--- config.mk ---
export PLATFORM = sky130hd
export DESIGN_NAME = seq_mult_ctrl_flat
export DESIGN_NICKNAME = d
export VERILOG_FILES = /design/src/rtl/seq_mult_ctrl_if.sv /design/src/rtl/seq_mult_ctrl.sv /design/src/flat_wrapper.sv
export SDC_FILE = /design/constraint.sdc
export NUM_CORES = 1
export LEC_CHECK = 0
export CORE_ASPECT_RATIO = 1.75
export CORE_MARGIN = 8
export CORE_UTILIZATION = 46
export DETAILED_ROUTE_END_ITERATION = 7
export PLACE_DENSITY = 0.71
export SETUP_SLACK_MARGIN = 0.02
export SLEW_MARGIN = 10
export SYNTH_ARGS = -nofsm -noshare
export SYNTH_HDL_FRONTEND = slang
export SYNTH_SLANG_ARGS = --single-unit
--- constraint.sdc ---
create_clock -name clk -period 2.27 [get_ports clk]
set_input_delay 0.3405 -clock clk [delete_from_list [all_inputs] [get_ports clk]]
set_output_delay 0.3405 -clock clk [all_outputs]
set_load 0.02 [all_outputs]
--- src/rtl/seq_mult_ctrl_if.sv ---
// Handshake and operand/result bundle for the seq_mult_ctrl shift-and-add multiplier.
// Optional macro SEQ_MULT_SIGNED_EN adds the signed_in operand qualifier.
interface seq_mult_ctrl_if #(
    parameter int WIDTH = 4
);
    logic                 start;
`ifdef SEQ_MULT_SIGNED_EN
    logic                 signed_in;
`endif
    logic [WIDTH-1:0]     a_in;
    logic [WIDTH-1:0]     b_in;
    logic                 busy;
    logic                 done;
    logic [2*WIDTH-1:0]   p_out;
    logic                 zero;

    // Requester side: issues operands and start, observes status and product
    modport master (
        output start,
`ifdef SEQ_MULT_SIGNED_EN
        output signed_in,
`endif
        output a_in,
        output b_in,
        input  busy,
        input  done,
        input  p_out,
        input  zero
    );

    // Multiplier side
    modport slave (
        input  start,
`ifdef SEQ_MULT_SIGNED_EN
        input  signed_in,
`endif
        input  a_in,
        input  b_in,
        output busy,
        output done,
        output p_out,
        output zero
    );
endinterface

--- src/rtl/seq_mult_ctrl.sv ---
// Sequential shift-and-add multiplier with an IDLE/CALC/DONE controller.
// The multiplicand shifts left, the multiplier shifts right, and iteration
// stops as soon as the multiplier register is empty, so short multipliers
// finish early. Optional macro SEQ_MULT_SIGNED_EN enables two's complement
// operands by multiplying magnitudes and negating the product at the end.
module seq_mult_ctrl #(
    parameter int WIDTH = 4
) (
    input  logic                clk,
    input  logic                clr,
    seq_mult_ctrl_if.slave      bus
);

    typedef enum logic [1:0] {
        IDLE = 2'd0,
        CALC = 2'd1,
        DONE = 2'd2
    } state_t;

    state_t               state_q, state_d;
    logic [2*WIDTH-1:0]   a_q, a_d;
    logic [WIDTH-1:0]     b_q, b_d;
    logic [2*WIDTH-1:0]   p_q, p_d;
    logic [2*WIDTH-1:0]   p_out_q, p_out_d;
    logic                 busy_q, busy_d;
    logic                 done_q, done_d;
    logic [WIDTH-1:0]     a_mag;
    logic [WIDTH-1:0]     b_mag;
    logic [2*WIDTH-1:0]   result;

`ifdef SEQ_MULT_SIGNED_EN
    logic                 neg_q, neg_d;
    logic                 neg_req;

    // Convert signed operands to unsigned magnitudes; the most negative value maps onto its own bit pattern
    always_comb begin
        a_mag   = (bus.signed_in && bus.a_in[WIDTH-1]) ? -bus.a_in : bus.a_in;
        b_mag   = (bus.signed_in && bus.b_in[WIDTH-1]) ? -bus.b_in : bus.b_in;
        neg_req = bus.signed_in && (bus.a_in[WIDTH-1] ^ bus.b_in[WIDTH-1]);
        result  = (neg_q && (p_q != '0)) ? -p_q : p_q;
    end
`else
    // Unsigned build: operands are already magnitudes and the product is used as-is
    always_comb begin
        a_mag  = bus.a_in;
        b_mag  = bus.b_in;
        result = p_q;
    end
`endif

    // Controller and datapath next-state: load on start, one shift/add per CALC cycle, publish on exit
    always_comb begin
        state_d = state_q;
        a_d     = a_q;
        b_d     = b_q;
        p_d     = p_q;
        p_out_d = p_out_q;
        busy_d  = busy_q;
        done_d  = 1'b0;
`ifdef SEQ_MULT_SIGNED_EN
        neg_d   = neg_q;
`endif
        case (state_q)
            IDLE: begin
                if (bus.start) begin
                    a_d     = {{WIDTH{1'b0}}, a_mag};
                    b_d     = b_mag;
                    p_d     = '0;
                    busy_d  = 1'b1;
                    state_d = CALC;
`ifdef SEQ_MULT_SIGNED_EN
                    neg_d   = neg_req;
`endif
                end
            end
            CALC: begin
                if (b_q == '0) begin
                    p_out_d = result;
                    done_d  = 1'b1;
                    state_d = DONE;
                end else begin
                    if (b_q[0]) begin
                        p_d = p_q + a_q;
                    end
                    a_d = a_q << 1;
                    b_d = b_q >> 1;
                end
            end
            DONE: begin
                busy_d  = 1'b0;
                state_d = IDLE;
            end
            default: begin
                busy_d  = 1'b0;
                state_d = IDLE;
            end
        endcase
    end

    // State and output registers; clr wins over any request in the same cycle and aborts silently
    always_ff @(posedge clk) begin
        if (clr) begin
            state_q <= IDLE;
            a_q     <= '0;
            b_q     <= '0;
            p_q     <= '0;
            p_out_q <= '0;
            busy_q  <= 1'b0;
            done_q  <= 1'b0;
`ifdef SEQ_MULT_SIGNED_EN
            neg_q   <= 1'b0;
`endif
        end else begin
            state_q <= state_d;
            a_q     <= a_d;
            b_q     <= b_d;
            p_q     <= p_d;
            p_out_q <= p_out_d;
            busy_q  <= busy_d;
            done_q  <= done_d;
`ifdef SEQ_MULT_SIGNED_EN
            neg_q   <= neg_d;
`endif
        end
    end

    assign bus.busy  = busy_q;
    assign bus.done  = done_q;
    assign bus.p_out = p_out_q;
    assign bus.zero  = (b_q == '0);

endmodule

--- src/flat_wrapper.sv ---
// flat-port wrapper written by rule: the top's interface ports become plain ports
module seq_mult_ctrl_flat 
#(
    parameter int WIDTH = 4
)
  (clk, clr, bus_start, bus_a_in, bus_b_in, bus_busy, bus_done, bus_p_out, bus_zero);
  seq_mult_ctrl_if #(.WIDTH(WIDTH)) bus_i ();
  input  logic clk;
  input  logic clr;
  input wire logic [$bits(bus_i.start)-1:0] bus_start;
  input wire logic [$bits(bus_i.a_in)-1:0] bus_a_in;
  input wire logic [$bits(bus_i.b_in)-1:0] bus_b_in;
  output wire logic [$bits(bus_i.busy)-1:0] bus_busy;
  output wire logic [$bits(bus_i.done)-1:0] bus_done;
  output wire logic [$bits(bus_i.p_out)-1:0] bus_p_out;
  output wire logic [$bits(bus_i.zero)-1:0] bus_zero;
  assign bus_i.start = bus_start;
  assign bus_i.a_in = bus_a_in;
  assign bus_i.b_in = bus_b_in;
  assign bus_busy = bus_i.busy;
  assign bus_done = bus_i.done;
  assign bus_p_out = bus_i.p_out;
  assign bus_zero = bus_i.zero;
  seq_mult_ctrl #(.WIDTH(WIDTH)) u_core (.clk(clk), .clr(clr), .bus(bus_i));
endmodule
After elaboration in Yosys (flattened, before gate mapping)
Cells that the tools add are included.
Widths: inputs -> output; s select.
{ "totals": {"reg_bits": 32, "latch_bits": 0, "ram_bits": 0, "romBits": 0, "in_bits": 11, "out_inout_bits": 11, "word_cells": 39, "n_memories": 0} }
{ "classes": {"n_addsub": 1, "n_mul": 0, "div_mod_pow": 0, "n_lt_le_gt_ge": 0, "eq_ne": 5, "shift": 0, "n_mux": 16, "n_bitwise": 1, "n_reduce_logical": 9} }
{ "ops": {"columns": ["cell", "count"], "rows": [
  ["$mux 8", 5],
  ["$pmux 8 s2", 2],
  ["$add 8x8->8", 1],
  ["$mux 4", 2],
  ["$pmux 4 s2", 1],
  ["$ne 2x2->1 const B", 3],
  ["$reduce_and 2->1", 3],
  ["$logic_not 4->1", 1],
  ["$mux 2", 2],
  ["$pmux 2 s2", 1],
  ["$reduce_and 4->1", 1],
  ["$reduce_and 3->1", 1],
  ["$eq 2x1->1 const B", 1],
  ["$logic_not 2->1", 1],
  ["$mux 1", 2],
  ["$ne 2x1->1 const B", 1],
  ["$pmux 1 s2", 1],
  ["$reduce_bool 2->1", 1],
  ["$reduce_or 2->1", 1],
  ["$not 1->1", 1]
]} }

Depth between registers and ports, before layout
Gate-level depths: netlist (run 1).
{ "logic_depth": {"depth_word": 4, "depth_mapped": 7, "ltp_nobuf": 7} }

Least setup slack after synthesis (run 1)
Ideal clock, no wire load.
{ "synth_timing": {"kind": "register to register", "startpoint": "register u_core.p_q[2]", "endpoint": "register u_core.p_q[7]", "setup_ns": 0.123, "arrival_time_ns": 1.820, "t_required_ns": 2.147, "setup_slack_ns": 0.327, "path_stages_with_launch": 7, "n_path_buf": 0, "period_less_slack_ns": 1.943, "cell_sequence": "dfxtp_1 > ha_1 > o21ai_0 > nor3_1 > or4_1 > o211ai_1 > mux2_1"} }
{ "synth_via": {"elab_chain_len": 4} }
{ "synth_lines": {"columns": ["element", "line", "source"], "rows": [
  ["start, declared", "seq_mult_ctrl.sv:23", "logic [2*WIDTH-1:0] p_q, p_d;"],
  ["start signal, assigned", "seq_mult_ctrl.sv:117", "p_q <= p_d;"],
  ["$add 8x8->8", "seq_mult_ctrl.sv:83", "p_d = p_q + a_q;"],
  ["$mux 8", "seq_mult_ctrl.sv:82", "if (b_q[0]) begin"],
  ["$mux 8", "seq_mult_ctrl.sv:77", "if (b_q == '0) begin"],
  ["$pmux 8 s2", "seq_mult_ctrl.sv:63", "case (state_q)"]
]} }
Every way passes these cells. The select of a mux whose other input is x is not followed.
A chain may end at the register's enable or synchronous reset.

Worst setup path after layout (run 1)
{ "layout_timing": {"startpoint": "register u_core.p_q[1]", "endpoint": "register u_core.p_q[7]"} }
Same word-level chain as after synthesis.

==> results.yml, run 1 <==
sta:
  fmax_ghz: 0.471
  drv_slew: 0
  final.setup.tns_ns: 0
  clock_skew_ns: 0.00630
  period_minus_slack_ns: 2.12
  slew_headroom: 0.674
  setup_viol: 0
  rsz0062_at_grt: "false"
  worstMarginPinSlew_ns: 0.485
  fin_crit_sh: 0.935
  hold_viol: 0
  holdWs_ns: 0.459
pwr:
  p_leak_nw: 0.711
  p_comb_frac: 0.164
  clkPwrFrac: 0.385
  p_per_area_nw_per_um2: 728
  seq_power_share: 0.450
  p_switching_mw: 0.358
  p_int_mw: 1.00
  swShare: 0.263
  vdd_drop_max_uv: 562
die:
  start_util: 0.479
  die_x_um: 59.2
  die_height_um: 91.7
  rows: 27
  core_area_um2: 3140
  boundaryPins: 22
  die_area_um2: 5430
place:
  dp_hpwl_um: 2720
  numPortBuffers: 21
  place_area_um2: 1770
  gp_congestion: 0.866
clock_tree:
  cts_resized: 0
  cts_max_level: 2
  clock_latency_ns: 0.28
  clock-root-buffer: "clkbuf_8"
  cts_tree: "built"
  numCtsBuffers: 5
  cts.clk_slew.worst_paths_ns: 0.06
  post_cts_buffers: 0
  cts_buffer_depth: 2
  cts.sinks: 32
  holdBufCountCts: 0
route:
  avgViaCountPerCell: 5.57
  wl_um: 3490
  drt_iter0_markers: 47
  routedWlPerCell_um: 14.1
  dr.pass1.iters: 4
  routed-via-count: 1381
  antenna_left: 0
  drc: 0
synthesis:
  synth.mux.area_fraction: 0.0141
  syn_nets: 199
  synth_common_cells: "32 x dfxtp_1, 29 x nand2_1, 21 x a21oi_1"
  synth_flop_cell: "dfxtp_1"
  syn_inst: 180
  synth-xor-area-share: 0.0175
  synth_edf_count: 0
  synth-seq-area-share: 0.426
  synth.distinct_cells: 37
  synth-simple-area-share: 0.258
  synth.avg_cell_area_um2: 8.36
  yosysTopAreaCellShare: 0.426
  synth_compound_area_frac: 0.179
  synthesis.area_um2: 1510
  synthAdderAreaFrac: 0.0715
  synth_top_family_by_area: "simple AND/OR/NAND/NOR gates"
  ys_ff_latch: 32
  ys_top_cells_by_area: "dfxtp_1 43%, nand2_1 7.2%, a21oi_1 7.0%"
  synth_most_common_cell: "dfxtp_1"
  synthArstFlopShare: 0
  synth_top_area_cell: "dfxtp_1"
  yosysWarnings: 0
final_layout:
  finalNetCount: 223
  area_delta_synth_final_pct: 24.4
  final_area_um2: 1870
  fillers: 294
  antennaDiodeCount: 0
  drive_gt1_frac: 0.0780
global_routing:
  track_usage: 0.140
  first_global_vias: 1352
  overflow: 0
  grt_start_max_net_pins: 20
  antenna_found_initial: 0
  grt_pass1_wl_um: 6010
critical_path:
  critPathRequiredTime_ns: 2.44
  crit_fanout: 4
  setup.worst_path.start: "u_core.p_q[1]$_SDFFE_PP0P_"
  crit_arrival_ns: 2.29
  cp-endpoint: "u_core.p_q[7]$_SDFFE_PP0P_"
  regToRegSetupSlack_ns: 0.15
  regToRegEndpoint: "u_core.p_q[7]$_SDFFE_PP0P_"
  crit_type: "flip-flop to flip-flop"
  reg2reg_depth: 6
  r2r_start: "u_core.p_q[1]$_SDFFE_PP0P_"
  end_kind: "flip-flop"
  start_kind: "flip-flop"
outcome:
  status: "complete, no violations"
hold_path:
  hold_class: "flip-flop to flip-flop"
  worstHoldPathCells: 2
job:
  max-cap-violations: 0
cell type report:
cell class                 instances  area (um^2)  area share
multi-input combinational        137          812       0.434
tap                               43         53.8      0.0287
inverter                           1         3.75     0.00200
clock buffer                       6         72.6      0.0387
clock inverter                     2         35.0      0.0187
timing repair buffer              27          255       0.136
sequential                        32          641       0.342
through the flow:
step                 util  worst slack, ns  total power [mW]  cells
floorplan               -            0.327             0.765    180
global placement    0.562            0.247             0.844    240
detailed placement  0.562            0.196             0.850    240
CTS                 0.596            0.151              1.37    248
global route        0.596           0.0315              1.43    248
finish              0.596            0.148              1.36    248
power groups by stage:
stage / Combinational (mW) / Clock [mW] / Sequential, mW
detailed placement: 0.223 / 0 / 0.627
CTS: 0.224 / 0.536 / 0.614
finish: 0.223 / 0.525 / 0.614
global placement: 0.220 / 0 / 0.625
floorplan: 0.143 / 0 / 0.623
global route: 0.248 / 0.568 / 0.616
cells in the final DEF, fill, tap and decap left out, drive strengths merged, types with 2 or more instances in the layout:
master	netlist	final
nand3	16	16
dfxtp	32	32
a22oi	4	4
clkbuf	6	6
xnor2	2	2
a211oi	2	2
nor2	19	19
buf	4	6
o21ai	3	3
nor3b	2	2
nor3	2	2
a21o	2	2
nand2	30	30
or4	2	2
a21oi	21	21
nor2b	2	2
nand3b	3	3
a311oi	6	6
clkdlybuf4s50	0	21
ha	7	7
logic make-up after synthesis:
family / after synthesis
XOR/XNOR: 3
multiplexers: 2
flip-flops: 32
AO/OA/AOI/OAI: 42
buffers and inverters: 11
AND/OR/NAND/NOR: 82
adder cells (fa/ha/maj): 8
flip-flops by register name (all words and copies together) (netlist names):
| signal | count |
|---|---|
| u_core.b_q | 4 |
| u_core.bus.done | 1 |
| u_core.bus.p_out | 8 |
| u_core.a_q | 8 |
| u_core.state_q | 2 |
| u_core.p_q | 8 |
| u_core.bus.busy | 1 |
layer usage:
layer / share of wire / vias up / global-route usage
li1: - / 686 / -
met5: 0 / - / 0
met1: 0.39 / 640 / 0.145
met3: 0.050 / 8 / 0.0378
met2: 0.54 / 47 / 0.245
met4: 0.022 / 0 / 0.0703
how the worst min path moves through the flow:
stage,end,slack [ns],start
CTS,u_core.bus.p_out[2]$_SDFFE_PP0N_,0.46,u_core.bus.p_out[2]$_SDFFE_PP0N_
finish,u_core.bus.p_out[2]$_SDFFE_PP0N_,0.46,u_core.bus.p_out[2]$_SDFFE_PP0N_
global placement,u_core.bus.p_out[4]$_SDFFE_PP0N_,0.44,u_core.bus.p_out[4]$_SDFFE_PP0N_
floorplan,u_core.a_q[5]$_SDFFE_PP0P_,0.45,u_core.a_q[4]$_SDFFE_PP0P_
global route,u_core.bus.p_out[2]$_SDFFE_PP0N_,0.49,u_core.bus.p_out[2]$_SDFFE_PP0N_
detailed placement,u_core.bus.p_out[4]$_SDFFE_PP0N_,0.45,u_core.bus.p_out[4]$_SDFFE_PP0N_
worst max-delay path, cell delays in order, from the launching register on:
cell and delay [ns]:
dfxtp_1 0.42, ha_1 0.30, a211oi_2 0.28, nor3_1 0.10, or4_1 0.48, o211ai_1 0.11
mux2_1 0.33
No activity file was read; power rests on OpenSTA's default activity.
==> run 2: changes to the inputs <==
--- a/config.mk
+++ b/config.mk
@@ -8,8 +8,10 @@
 export CORE_ASPECT_RATIO = 1.75
 export CORE_MARGIN = 8
 export CORE_UTILIZATION = 46
+export CTS_CLUSTER_DIAMETER = 120
 export DETAILED_ROUTE_END_ITERATION = 7
-export PLACE_DENSITY = 0.71
+export DONT_BUFFER_PORTS = 1
+export PLACE_DENSITY = 0.63
 export SETUP_SLACK_MARGIN = 0.02
 export SLEW_MARGIN = 10
 export SYNTH_ARGS = -nofsm -noshare
==> results.yml, run 2 (synthesized netlist as in run 1, its figures left out) <==
outcome:
  status: "complete, no violations"
sta:
  clock_skew_ns: 0.00462
  hold_viol: 0
  slew_headroom: 0.708
  fin_crit_sh: 0.930
  drv_slew: 0
  rsz0062_at_grt: "false"
  setup_viol: 0
  worstMarginPinSlew_ns: 0.436
  fmax_ghz: 0.474
  period_minus_slack_ns: 2.11
  layout_setup_ws_ns: 0.159
  final.setup.tns_ns: 0
critical_path:
  regToRegSetupSlack_ns: 0.16
  crit_type: "flip-flop to flip-flop"
  worstPathCellList: "ha_1 -> o21ai_0 -> nor3_1 -> or4_1 -> o211ai_1 -> mux2_1"
  crit_fanout: 4
  crit_arrival_ns: 2.28
  crit_path_max_incr_delay_ns: 0.47
  critPathRequiredTime_ns: 2.44
  reg2reg_depth: 6
  regToRegEndpoint: "u_core.p_q[7]$_SDFFE_PP0P_"
  end_kind: "flip-flop"
  slowest_stage: "or4_1"
  r2r_start: "u_core.p_q[2]$_SDFFE_PP0P_"
  start_kind: "flip-flop"
route:
  wl_um: 3370
  antenna_left: 0
  dr.pass1.iters: 5
  drc: 0
  routedWlPerCell_um: 14.9
  drt_iter0_markers: 26
  routed-via-count: 1280
  avgViaCountPerCell: 5.66
clock_tree:
  cts_buffer_depth: 2
  post_cts_buffers: 0
  cts_max_level: 2
  holdBufCountCts: 0
  cts_tree: "built"
  cts.sinks: 32
  numCtsBuffers: 5
  cts.clk_slew.worst_paths_ns: 0.06
  cts_resized: 0
  clock_latency_ns: 0.28
  clock-root-buffer: "clkbuf_8"
global_routing:
  use_met3: 0.0462
  grt_start_max_net_pins: 37
  gr-max-usage-layer: "met2"
  overflow: 0
  use_met1: 0.126
  track_usage: 0.129
  grt_pass1_wl_um: 5510
  first_global_vias: 1247
  grt_use_met2: 0.233
  antenna_found_initial: 0
place:
  gp_congestion: 0.793
  place_ws_ns: 0.172
  dp_hpwl_um: 2540
  numPortBuffers: 0
pwr:
  p_per_area_nw_per_um2: 754
  p_leak_nw: 0.621
  total_power_mw: 1.24
  vdd_drop_max_uv: 423
final_layout:
  antennaDiodeCount: 0
  area_delta_synth_final_pct: 9.23
  final_common_cell: "dfxtp_1"
  final_core_util: 0.523
  finalNetCount: 201
  most-common-layout-cells: "32 x dfxtp_1, 29 x nand2_1, 21 x a21oi_1"
  drive_gt1_frac: 0.0820
hold_path:
  holdPathEnd: "u_core.bus.p_out[5]$_SDFFE_PP0N_"
  worstHoldPathCells: 1
  hold_class: "primary input to flip-flop"
  hold_start: "clr"
die:
  die_height_um: 91.7
  core_area_um2: 3140
  boundaryPins: 22
  start_util: 0.479
  die_x_um: 59.2
  rows: 27
  die_area_um2: 5430
job:
  max-cap-violations: 0
[run 2: cell types whose count changed in the layout (fill, tap and decap cells not counted)]
cell	before	now
bufinv_16	1	0
clkbuf_1	1	2
clkinv_2	1	0
nor4_1	1	0
clkdlybuf4s50_1	21	0
buf_4	6	5
nor4_2	0	1
clkbuf_8	5	6
[run 2: stage by stage]
stage | cells | area (um^2) | hold WS (ns)
final | 226 | 1640 | 0.123
after global routing | 226 | 1640 | 0.109
after CTS | 226 | 1640 | 0.119
after detailed placement | 218 | 1550 | 0.418
after global placement | 218 | 1550 | 0.415
after floorplan | 180 | 1510 | 0.449
[run 2: worst max path at each step]
| stage | depth (start not counted) | start | slack [ns] | to |
|---|---|---|---|---|
| after global placement | 6 | u_core.p_q[2]$_SDFFE_PP0P_ | 0.24 | u_core.p_q[7]$_SDFFE_PP0P_ |
| after floorplan | 6 | u_core.p_q[2]$_SDFFE_PP0P_ | 0.33 | u_core.p_q[7]$_SDFFE_PP0P_ |
| final | 6 | u_core.p_q[2]$_SDFFE_PP0P_ | 0.16 | u_core.p_q[7]$_SDFFE_PP0P_ |
| after CTS | 6 | u_core.p_q[2]$_SDFFE_PP0P_ | 0.15 | u_core.p_q[7]$_SDFFE_PP0P_ |
| after global routing | 6 | u_core.p_q[2]$_SDFFE_PP0P_ | 0.05 | u_core.p_q[7]$_SDFFE_PP0P_ |
| after detailed placement | 6 | u_core.p_q[2]$_SDFFE_PP0P_ | 0.17 | u_core.p_q[7]$_SDFFE_PP0P_ |
[run 2: critical path, delay by kind of cell, from the launching register on]
| kind | cells | cell delay [ns] |
|---|---|---|
| flip-flops | 1 | 0.33 |
| adder cells (fa/ha/maj) | 1 | 0.35 |
| AND/OR/NAND/NOR | 2 | 0.58 |
| AO/OA/AOI/OAI | 2 | 0.39 |
| multiplexers | 1 | 0.34 |
[run 2: cell type report]
| cell class | instances | area [um^2] |
|---|---|---|
| Fill cell | 307 | 1500 |
| Inverter | 1 | 3.75 |
| Tap cell | 43 | 53.8 |
| Timing Repair Buffer | 5 | 37.5 |
| Clock buffer | 8 | 90.1 |
| Sequential cell | 32 | 641 |
| Multi-Input combinational cell | 137 | 818 |
[run 2: routing by layer]
metal  part of all wire  vias to the layer above  routed length (um)
met1               0.41                      594                1370
met3              0.063                        6                 212
met2               0.52                       39                1740
met4              0.014                        0                  48
li1                   -                      641                   -
met5                  0                        -                   0
[run 2: report_power, final]
group | total [mW] | switching [mW] | internal (mW)
Clock | 0.443 | 0.196 | 0.247
Combinational | 0.178 | 0.115 | 0.0631
Sequential | 0.619 | 0.0300 | 0.589
Total | 1.24 | 0.341 | 0.899
==> run 3: changes to the inputs <==
--- a/config.mk
+++ b/config.mk
@@ -8,7 +8,6 @@
 export CORE_ASPECT_RATIO = 1.75
 export CORE_MARGIN = 8
 export CORE_UTILIZATION = 46
-export CTS_CLUSTER_DIAMETER = 120
 export DETAILED_ROUTE_END_ITERATION = 7
 export DONT_BUFFER_PORTS = 1
 export PLACE_DENSITY = 0.63
==> results of run 3 <==
Final layout, timing and power as in run 2 (identical DEF).
